[config.mk]
export PLATFORM = sky130hd
export DESIGN_NAME = r5p_hpm_ctl
export DESIGN_NICKNAME = d
export VERILOG_FILES = /design/src/rtl/r5p_pkg.sv /design/src/rtl/r5p_hpm_counter.sv /design/src/rtl/r5p_hpm_ctl.sv
export SDC_FILE = /design/constraint.sdc
export NUM_CORES = 1
export LEC_CHECK = 0
export BUFFER_PORTS_ARGS = -buffer_cell sky130_fd_sc_hd__buf_2
export CORE_MARGIN = 5
export CORE_UTILIZATION = 40
export DETAILED_ROUTE_END_ITERATION = 10
export GPL_TIMING_DRIVEN = 1
export SYNTH_ARGS = -nofsm -noshare
export SYNTH_HDL_FRONTEND = slang
export SYNTH_HIERARCHICAL = 1
export SYNTH_SLANG_ARGS = --single-unit
[constraint.sdc]
create_clock -name clk -period 2.6 [get_ports clk]
set_input_delay 0.13 -clock clk [delete_from_list [all_inputs] [get_ports clk]]
set_output_delay 0.13 -clock clk [all_outputs]
set_load 0.02 [all_outputs]
[src/rtl/r5p_pkg.sv]
// Shared R5P types: the per-cycle HPM event vector, the mhpmevent layout and HPM CSR addresses.
package r5p_pkg;

    // one bit per countable core event, bit 0 first from the bottom
    typedef struct packed {
        logic br_taken;    // 12
        logic branch;      // 11
        logic jump;        // 10
        logic st_wait;     // 9
        logic ld_wait;     // 8
        logic store;       // 7
        logic load;        // 6
        logic if_wait;     // 5
        logic fence;       // 4
        logic compressed;  // 3
        logic instret;     // 2
        logic tick;        // 1
        logic cycle;       // 0
    } r5p_hpmevent_t;

    localparam int unsigned HPM_EW = $bits(r5p_hpmevent_t);

    typedef struct packed {
        logic              of;
        logic [30:HPM_EW]  rsv;
        r5p_hpmevent_t     mask;
    } r5p_hpmctl_t;

    localparam logic [11:0] CSR_MCOUNTINHIBIT = 12'h320;
    localparam logic [11:0] CSR_MHPMEVENT3    = 12'h323;
    localparam logic [11:0] CSR_MHPMCOUNTER3  = 12'hB03;
    localparam logic [11:0] CSR_MHPMCOUNTERH3 = 12'hB83;

    localparam logic [11:0] HPM_SLOTS = 12'd29;

endpackage

[src/rtl/r5p_hpm_counter.sv]
// One 64-bit HPM counter; a software write to either half drops that cycle's increment.
module r5p_hpm_counter (
    input  logic        clk,
    input  logic        rst,
    input  logic        inc,
    input  logic        wr_lo,
    input  logic        wr_hi,
    input  logic [31:0] wdt,
    output logic [63:0] cnt,
    output logic        wrap
);

    always_ff @(posedge clk or negedge rst) begin
        if (!rst) begin
            cnt <= '0;
        end else if (wr_lo) begin
            cnt[31:0] <= wdt;
        end else if (wr_hi) begin
            cnt[63:32] <= wdt;
        end else if (inc) begin
            cnt <= cnt + 64'd1;
        end
    end

    assign wrap = inc && !wr_lo && !wr_hi && (&cnt);

endmodule

[src/rtl/r5p_hpm_ctl.sv]
// Machine-mode HPM controller: CNT counters, event selectors and mcountinhibit behind a CSR port.
// Overflow flags and irq_ovf exist only when R5P_HPM_OVF_EN is defined.
module r5p_hpm_ctl
    import r5p_pkg::*;
#(
    parameter int unsigned XLEN = 32,
    parameter int unsigned CNT  = 4,
    parameter int unsigned EW   = $bits(r5p_hpmevent_t)
) (
    input  logic            clk,
    input  logic            rst,
    input  logic [EW-1:0]   evt,
    input  logic            csr_vld,
    input  logic            csr_wen,
    input  logic [11:0]     csr_adr,
    input  logic [XLEN-1:0] csr_wdt,
    output logic            csr_rsp,
    output logic [XLEN-1:0] csr_rdt,
    output logic            csr_err,
    output logic            irq_ovf
);

`ifdef R5P_HPM_OVF_EN
    localparam bit OVF_EN = 1'b1;
`else
    localparam bit OVF_EN = 1'b0;
`endif

    logic [11:0]     off_evt, off_lo, off_hi;
    logic            sel_inh, sel_evt, sel_lo, sel_hi, sel_any;
    logic [4:0]      idx;
    logic            wr;
    logic [CNT-1:0]  inh_reg;
    logic [EW-1:0]   mask_reg [CNT];
    logic [CNT-1:0]  of_reg;
    logic [63:0]     cnt [CNT];
    logic [CNT-1:0]  wrap;
    logic [XLEN-1:0] rd;
    logic            irq_reg;

    // below-base addresses wrap to large offsets and fall out of range
    assign off_evt = csr_adr - CSR_MHPMEVENT3;
    assign off_lo  = csr_adr - CSR_MHPMCOUNTER3;
    assign off_hi  = csr_adr - CSR_MHPMCOUNTERH3;
    assign sel_inh = (csr_adr == CSR_MCOUNTINHIBIT);
    assign sel_evt = (off_evt < HPM_SLOTS);
    assign sel_lo  = (off_lo  < HPM_SLOTS);
    assign sel_hi  = (off_hi  < HPM_SLOTS);
    assign sel_any = sel_inh | sel_evt | sel_lo | sel_hi;
    assign idx     = sel_evt ? off_evt[4:0] : (sel_lo ? off_lo[4:0] : off_hi[4:0]);
    assign wr      = csr_vld && csr_wen;

    always_comb begin
        r5p_hpmctl_t ctl;
        rd  = '0;
        ctl = '0;
        if (sel_inh) begin
            rd[3 +: CNT] = inh_reg;
        end
        for (int i = 0; i < CNT; i++) begin
            if (idx == 5'(i)) begin
                if (sel_evt) begin
                    ctl      = '0;
                    ctl.mask = r5p_hpmevent_t'(mask_reg[i]);
                    ctl.of   = of_reg[i];
                    rd       = ctl;
                end
                if (sel_lo) rd = cnt[i][31:0];
                if (sel_hi) rd = cnt[i][63:32];
            end
        end
    end

    always_ff @(posedge clk or negedge rst) begin
        if (!rst) begin
            inh_reg <= '0;
            csr_rsp <= 1'b0;
            csr_rdt <= '0;
            csr_err <= 1'b0;
            irq_reg <= 1'b0;
        end else begin
            if (wr && sel_inh) inh_reg <= csr_wdt[3 +: CNT];
            csr_rsp <= csr_vld;
            csr_rdt <= csr_vld ? rd : '0;
            csr_err <= csr_vld && !sel_any;
            irq_reg <= OVF_EN && (|of_reg);
        end
    end

    assign irq_ovf = irq_reg;

    generate
        for (genvar gi = 0; gi < CNT; gi++) begin : g_cnt
            logic hit;
            logic wr_evt;

            assign hit    = idx == 5'(gi);
            assign wr_evt = wr && sel_evt && hit;

            always_ff @(posedge clk or negedge rst) begin
                if (!rst) begin
                    mask_reg[gi] <= '0;
                    of_reg[gi]   <= 1'b0;
                end else begin
                    if (wr_evt) mask_reg[gi] <= csr_wdt[EW-1:0];
                    // a wrap in the same cycle overrides a software clear
                    if (OVF_EN && wrap[gi])   of_reg[gi] <= 1'b1;
                    else if (OVF_EN && wr_evt) of_reg[gi] <= csr_wdt[XLEN-1];
                end
            end

            r5p_hpm_counter u_cnt (
                .clk   (clk),
                .rst   (rst),
                .inc   ((|(evt & mask_reg[gi])) && !inh_reg[gi]),
                .wr_lo (wr && sel_lo && hit),
                .wr_hi (wr && sel_hi && hit),
                .wdt   (csr_wdt),
                .cnt   (cnt[gi]),
                .wrap  (wrap[gi])
            );
        end
    endgenerate

endmodule

After elaboration in Yosys (flattened, before gate mapping)
Cells that the tools add are included.
- output and inout port bits: 35
- word-level logic and storage cells: 129
- bits of input ports: 61
- bits in registers: 346
- $lt $le $gt $ge: 3
- equality and inequality tests: 8
- bitwise operators: 11
- reductions and logical operators: 48
- muxes and demuxes: 36
- add/sub/neg operators: 7
- operators with widths (kind ; count):
    $mux W32 ; 29
    $add A64 B1 Y64 const B ; 4
    $mux W64 ; 4
    $and A13 B13 Y13 ; 4
    $reduce_or A13 Y1 ; 4
    $lt A12 B5 Y1 const B ; 3
    $sub A12 B12 Y12 const B ; 2
    $logic_and A1 B1 Y1 ; 22
    $reduce_and A2 Y1 ; 8
    $reduce_bool A2 Y1 ; 8
    $eq A12 B10 Y1 const B ; 1
    $sub A12 B10 Y12 const B ; 1
    $eq A5 B2 Y1 const B ; 2
    $mux W5 ; 2
    $ne A2 B1 Y1 const B ; 4
    $eq A5 B1 Y1 const B ; 1
    $logic_not A1 Y1 ; 5
    $logic_not A5 Y1 ; 1
    $mux W4 ; 1
    $not A1 Y1 ; 4
    $or A1 B1 Y1 ; 3

Logic depth before layout (Yosys ltp)
Gate-level depths: netlist of the first run.
- depth after elaboration: 19
- mapped depth: 14
- depth with buffers taken out: 9

By module
Netlist of the first run, hierarchy kept.
- by module, submodules not included (module ; area each (sq um) ; instances ; sequential area each (sq um) ; cells each):
    r5p_hpm_counter (g_cnt[0].u_cnt ...) ; 4240.3 ; 3 ; 1601.5 ; 511
    r5p_hpm_ctl ; 6343.6 ; 1 ; 2252.2 ; 660
    r5p_hpm_counter (g_cnt[2].u_cnt) ; 4484.3 ; 1 ; 1601.5 ; 566

Worst setup path after synthesis of the first run
Ideal clock, no wire load.
- path kind: input to register
- start point: input port csr_adr[4]
- end point: register g_cnt[2].u_cnt.cnt[49]
- arrival: 2.652 ns
- stages: 13
- path slack: -0.181 ns
- library setup time: 0.129 ns
- required time: 2.471 ns
- path buffers: 6
- cell sequence: nor3b_1 nand2_1 clkbuf_1 clkbuf_1 clkbuf_1 nor3_1 clkbuf_1 o21ba_2 clkbuf_1 clkbuf_1 nor2_1 a31oi_1 nand3_1
- cells in the longest elaborated chain, start to end: 8
- elaborated cells on any way between the ends: 17
- those cells by class: add/sub (3); order compare (3); eq/ne (1); mux (3); bitwise (1); reduce/logical (6)
- ends and longest elaborated chain (what ; RTL line ; text):
    from (decl) ; r5p_hpm_ctl.sv:15 ; input logic [11:0] csr_adr,
    $sub A12 B12 Y12 ; r5p_hpm_ctl.sv:43 ; assign off_lo = csr_adr - CSR_MHPMCOUNTER3;
    $lt A12 B5 Y1 ; r5p_hpm_ctl.sv:47 ; assign sel_lo = (off_lo < HPM_SLOTS);
    $mux W5 (2 in a row) ; r5p_hpm_ctl.sv:50 ; assign idx = sel_evt ? off_evt[4:0] : (sel_lo ? off_lo[4:0] : off_hi[4:0]);
    $eq A5 B2 Y1 ; r5p_hpm_ctl.sv:97 ; assign hit = idx == 5'(gi);
    $logic_and A1 B1 Y1 (on tied branches) ; r5p_hpm_ctl.sv:117, r5p_hpm_ctl.sv:116 ;
    $reduce_bool A2 Y1 (no source line) or $not A1 Y1 (tied branches) ; n/a ;
    $reduce_and A2 Y1 (no source line) ; n/a ;
    to (signal assigned) ; r5p_hpm_counter.sv:19 ; cnt[63:32] <= wdt;
    to (signal assigned) ; r5p_hpm_counter.sv:21 ; cnt <= cnt + 64'd1;
    to (decl) ; r5p_hpm_counter.sv:9 ; output logic [63:0] cnt,
Several ways; a longest one is shown, not always the timed one.
A chain may end at the register's enable or synchronous reset.

Worst setup path in the final report of the first run
- start point: register mask_reg[10] (netlist bit)
- end point: register g_cnt[3].u_cnt.cnt[59]
- cells in the longest elaborated chain, start to end: 5
- ends and longest elaborated chain (what ; RTL line ; text):
    from (decl) ; r5p_hpm_ctl.sv:34 ; logic [EW-1:0] mask_reg [CNT];
    from (signal, indexed assignment) ; r5p_hpm_ctl.sv:105 ; if (wr_evt) mask_reg[gi] <= csr_wdt[EW-1:0];
    $and A13 B13 Y13 ; r5p_hpm_ctl.sv:115 ; .inc ((|(evt & mask_reg[gi])) && !inh_reg[gi]),
    $reduce_or A13 Y1 ; r5p_hpm_ctl.sv:115 ;
    $logic_and A1 B1 Y1 ; r5p_hpm_ctl.sv:115 ;
    $reduce_bool A2 Y1 (no source line) ; n/a ;
    $reduce_and A2 Y1 (no source line) ; n/a ;
    to (signal assigned) ; r5p_hpm_counter.sv:19 ;
    to (signal assigned) ; r5p_hpm_counter.sv:21 ;
    to (decl) ; r5p_hpm_counter.sv:9 ;
Every way passes these cells.

==> results.cfg, run 1 <==
[cells_and_area]
final_area_um2 = 28790
finalNonFillerCells = 3867
syn2layout_area_growth_pct = 22.44
regArea_um2 = 8658
drive_above_1_share_pct = 21.52
multi_input_area_um2 = 13970
largest_reg_flops = 256
nNetsFinal = 3129
fill_cells = 5607

[cts]
clkTransAtPathRegs_ns = 0.06
clock_path_buffers = 3
cts_root_buffer = clkbuf_16
clk_latency_ns = 0.60
cts_htree_levels = 2
clock_sinks = 346
cts_tree = done
cts_made_buffers = 43

[logic_synthesis]
syn-num-nets = 2816
avgSynthCellArea_um2 = 8.548
ys_warn_count = 14
syn_area_um2 = 23520
synth_cells = 2751

[grt]
grt_use_met3_pct = 10.72
grt_pass1_vias = 24219
grt.busiest_layer = met1
grt_util_met2_pct = 47.44
grt_overflow = 0
grt_pass1_wl_um = 165800
antenna_found_initial = 7
grt_util_met1_pct = 47.65
gr-usage-all-layers_pct = 34.30
grt_max_degree = 79

[job]
drv_cap = 0

[route]
wl_per_cell_um = 29.46
dr.pass1.iters = 8
wirelength_um = 113900
drcViolationCount = 0
viasPerCell = 6.757
vias = 26129
first_iter_violations = 4266
ant_nets = 0

[setup_path]
cp_max_fo = 10
required_ns = 3.08
crit_arrival_ns = 2.99
path_class = reg2reg
path_cells = a22oi_1 -> nand2_1 -> a221oi_1 -> a31oi_2 -> buf_4 -> o21ba_2 -> o22a_1 -> nor2b_1 -> a32oi_1 -> o21ai_0
cp-start-kind = flip-flop
cp_slowest_cell = dfrtp_1
crit_family = compound AO/OA/AOI/OAI gates
cp-end-kind = flip-flop
max_stage_delay_ns = 0.45
critPathBufInv = 1

[placed_design]
dp_hpwl_um = 81510
placedCellCount = 3779
place_area_um2 = 27160
gp_congestion = 1.163
port_buffers = 94

[sta]
finClkSkew_ns = 0.03095
clock.fmax_ghz = 0.3975
fin_crit_sh_pct = 96.75
hold_ws_ns = 0.03612
tightestPinTransition_ns = 1.282
relSlewSlack_pct = 14.23
finalHoldViolations = 0
layout_min_cycle_time_ns = 2.516
drv_slew = 0
setup_viol = 0

[power_and_ir_drop]
power_density_nw_per_um2 = 451.0
leakage_nw = 11.81
peakVddDrop_mv = 0.4709

[outcome]
outcome = completed

[floorplan]
core_region_area_um2 = 57920
rows = 88
io_pins = 96
dieArea_um2 = 63740
die_w_um = 252.5
die_h_um = 252.5
initial_core_util_pct = 40.60

[worst_hold_path]
hp-class = in2reg
## power by group
part | internal [mW] | switching (mW) | total [mW]
logic | 0.226 | 0.659 | 0.885
clock network | 3.94 | 2.69 | 6.63
registers | 5.42 | 0.0468 | 5.47
total | 9.59 | 3.39 | 13.0
## metrics by stage
stage | utilization [%] | power (mW) | TNS [ns] | setup slack, ns
after floorplan | - | 5.787 | 0 | 0.02003
after global placement | 46.89 | 6.400 | -20.09 | -0.2831
after detailed placement | 46.89 | 6.411 | -27.18 | -0.3040
after CTS | 49.59 | 12.98 | 0 | 0.07035
after global routing | 49.70 | 13.27 | -0.001821 | -0.001821
final | 49.71 | 12.99 | 0 | 0.08447
## repair_timing
item                                   CTS  global route
endpoints found under the hold margin  234             0
hold buffers                             3             0
pin swaps                                0             1
gates resized for setup                  3            11
buffers inserted                         0             2
setup endpoints to repair                3            20
## placed cells by master (no fill, tap or decap), types with 22 or more instances in the layout
cell type / count
nand4_1: 126
a211oi_1: 33
buf_4: 362
and4_1: 41
inv_1: 48
o21ai_0: 164
a22oi_1: 60
mux2i_1: 55
and3_1: 75
nor4_1: 102
nor2b_1: 22
nor3_1: 104
o21a_1: 26
nor2_1: 134
clkbuf_16: 44
nand3_1: 139
a2bb2oi_1: 22
a21oi_1: 75
or3_1: 50
buf_2: 92
xor2_1: 53
xnor2_1: 68
nand2_1: 295
o22ai_1: 43
dfrtp_1: 346
mux2_2: 65
a311oi_1: 29
## path summary, 6_finish.rpt
path / startpoint / end / slack, ns / depth (start not counted)
max: mask_reg[10] / g_cnt[3].u_cnt/cnt[59] / 0.08 / 10
min: csr_wdt[2] / g_cnt[3].u_cnt/cnt[2] / 0.04 / 3
max reg2reg: mask_reg[10] / g_cnt[3].u_cnt/cnt[59] / 0.08 / 10
min reg2reg: mask_reg[48] / mask_reg[48] / 0.56 / 1
max in group asynchronous: rst / g_cnt[2].u_cnt/cnt[40] / 1.62 / 3
min in group asynchronous: rst / g_cnt[1].u_cnt/cnt[50] / 0.07 / 2
## final cells by class
cell class              count  area share, %
flip-flops and latches    346          30.07
inverters                  48         0.6258
clock buffers              60          4.311
diodes                      3        0.02607
well taps                 765          3.324
multi-input cells        2153          48.52
clock inverters            20         0.9474
repair buffers            472          12.17
## worst register-to-register path, delay by kind of cell, from the launching register on
kind                   cells  cell delay (ns)
AO/OA/AOI/OAI              7             1.49
buffers and inverters      1             0.24
AND/OR/NAND/NOR            2             0.21
flip-flops                 1             0.45
## layer usage
layer / part of all wire (%) / vias up
li1: - / 11187
met1: 39 / 12656
met2: 40 / 1923
met3: 14 / 363
met4: 7.0 / 0
met5: 0 / -
Note: power is estimated with default switching activity, not from simulation.
==> run 2: changes to the inputs <==
- ABC_AREA: unset -> 1
- PLACE_DENSITY_LB_ADDON: unset -> 0.3
- clock period: 2.6 -> 2.58 ns (I/O delays scaled with it)
==> results.cfg, run 2 <==
[outcome]
outcome = completed

[cells_and_area]
syn2layout_area_growth_pct = 13.71
nNetsFinal = 4577
drive_above_1_share_pct = 12.24
fill_cells = 7273
final_common_cell = nand2_1
regArea_um2 = 8658
largest_reg_flops = 256
final_area_um2 = 31680
final_cell_mix = nand2_1, nor2_1, inv_1
multi_input_area_um2 = 16670

[sta]
clock.fmax_ghz = 0.4142
relSlewSlack_pct = 40.79
finClkSkew_ns = 0.01918
finalHoldViolations = 0
drv_slew = 0
setup_viol = 0
tightestPinTransition_ns = 0.8872
fin_tns_setup_ns = 0
fin_crit_sh_pct = 93.57
layout_min_cycle_time_ns = 2.414
rsz0062_at_grt = false

[setup_path]
cp-end-kind = flip-flop
crit_arrival_ns = 2.91
path_class = in2reg
worstReg2RegStart = mask_reg[8]
required_ns = 3.08
cp-start-kind = input pin
cp-startpoint = csr_vld
cp_max_fo = 23

[cts]
clock_path_buffers = 3
clock_sinks = 346
cts_root_buffer = clkbuf_16
cts_made_buffers = 44
cts_tree = done
clkTransAtPathRegs_ns = 0.06
clk_latency_ns = 0.60
cts_htree_levels = 2

[power_and_ir_drop]
peakVddDrop_mv = 0.4191
leakage_nw = 15.02
power_density_nw_per_um2 = 556.4

[job]
drv_cap = 0

[route]
ant_nets = 0
drcViolationCount = 0
dr.pass1.iters = 6
viasPerCell = 5.597
wl_per_cell_um = 22.74
first_iter_violations = 3569
wirelength_um = 124500
vias = 30642

[floorplan]
rows = 96
core_region_area_um2 = 68830
io_pins = 96
initial_core_util_pct = 40.48
die_w_um = 273.9
die_h_um = 273.9
dieArea_um2 = 75030

[logic_synthesis]
syn-num-nets = 4470
ys_warn_count = 14
avgSynthCellArea_um2 = 6.325
synth_cells = 4405
syn_area_um2 = 27860

[placed_design]
dp_hpwl_um = 95820
gp_congestion = 1.012
port_buffers = 94
place_area_um2 = 30150

[grt]
gr-usage-all-layers_pct = 32.63
grt_pass1_wl_um = 186000
grt_pass1_vias = 28778
grt_max_degree = 65
grt_overflow = 0
antenna_found_initial = 6

[worst_hold_path]
worstHoldStart = csr_wdt[16]
hp-class = in2reg
==> run 2: critical path: stages <==
cell           delay, ns
dlygate4sd3_1       0.52
buf_2               0.11
nand2_1             0.04
inv_1               0.34
nand2_1             0.33
buf_4               0.24
nor2_2              0.34
inv_2               0.12
a21oi_2             0.19
buf_12              0.20
buf_4               0.18
nand2_1             0.06
o211ai_1            0.09
==> run 2: power by group <==
group	switching, mW	internal (mW)	leakage (nW)	total [mW]
clock	2.68	3.77	0.720	6.46
sequential	1.56	6.17	3.91	7.73
combinational	2.23	1.21	10.4	3.44
==> run 2: final timing paths <==
| kind | end | depth (start not counted) | slack (ns) |
|---|---|---|---|
| setup / recovery | g_cnt[2].u_cnt/cnt[0] | 13 | 0.17 |
| min in group asynchronous | g_cnt[1].u_cnt/cnt[46] | 2 | 0.07 |
| max in group asynchronous | mask_reg[45] | 3 | 1.66 |
| setup reg to reg | g_cnt[3].u_cnt/cnt[43] | 9 | 0.25 |
| hold / removal | g_cnt[2].u_cnt/cnt[16] | 3 | 0.02 |
| hold reg to reg | mask_reg[51] | 1 | 0.55 |
==> run 2: routing by layer <==
layer | track usage (%) | up-vias | wire, um
li1 | - | 14329 | -
met1 | 44.17 | 14585 | 51810
met2 | 50.96 | 1423 | 55010
met3 | 5.758 | 293 | 10460
met4 | 15.12 | 12 | 7135
met5 | 0 | - | 78
==> run 2: cell type report <==
| cell class | instances | share of cell area (%) |
|---|---|---|
| multi-input cells | 3421 | 52.61 |
| flip-flops and latches | 346 | 27.33 |
| diodes | 1 | 0.007898 |
| inverters | 473 | 5.620 |
| well taps | 931 | 3.677 |
| clock buffers | 61 | 4.060 |
| clock inverters | 16 | 0.5410 |
| repair buffers | 226 | 6.161 |
==> run 2: through the flow <==
step	power, mW	hold slack [ns]	instances	worst slack (ns)	util [%]
after global placement	11.10	0.1164	5390	-0.01269	43.80
final	17.63	0.02162	5475	0.1658	46.03
after floorplan	9.472	-0.1666	4405	0.1756	-
after CTS	17.60	0.0004892	5474	0.1702	46.02
after global routing	18.44	0.03562	5474	0.08521	46.03
after detailed placement	11.13	0.1188	5390	-0.008647	43.80
==> run 2: what timing repair did <==
| item | in CTS | in global routing |
|---|---|---|
| setup buffers | 0 | 0 |
| endpoints found under the hold margin | 230 | 0 |
| resized for setup | 0 | 1 |
| endpoints found under the setup margin | 0 | 2 |
| hold buffers | 7 | 0 |
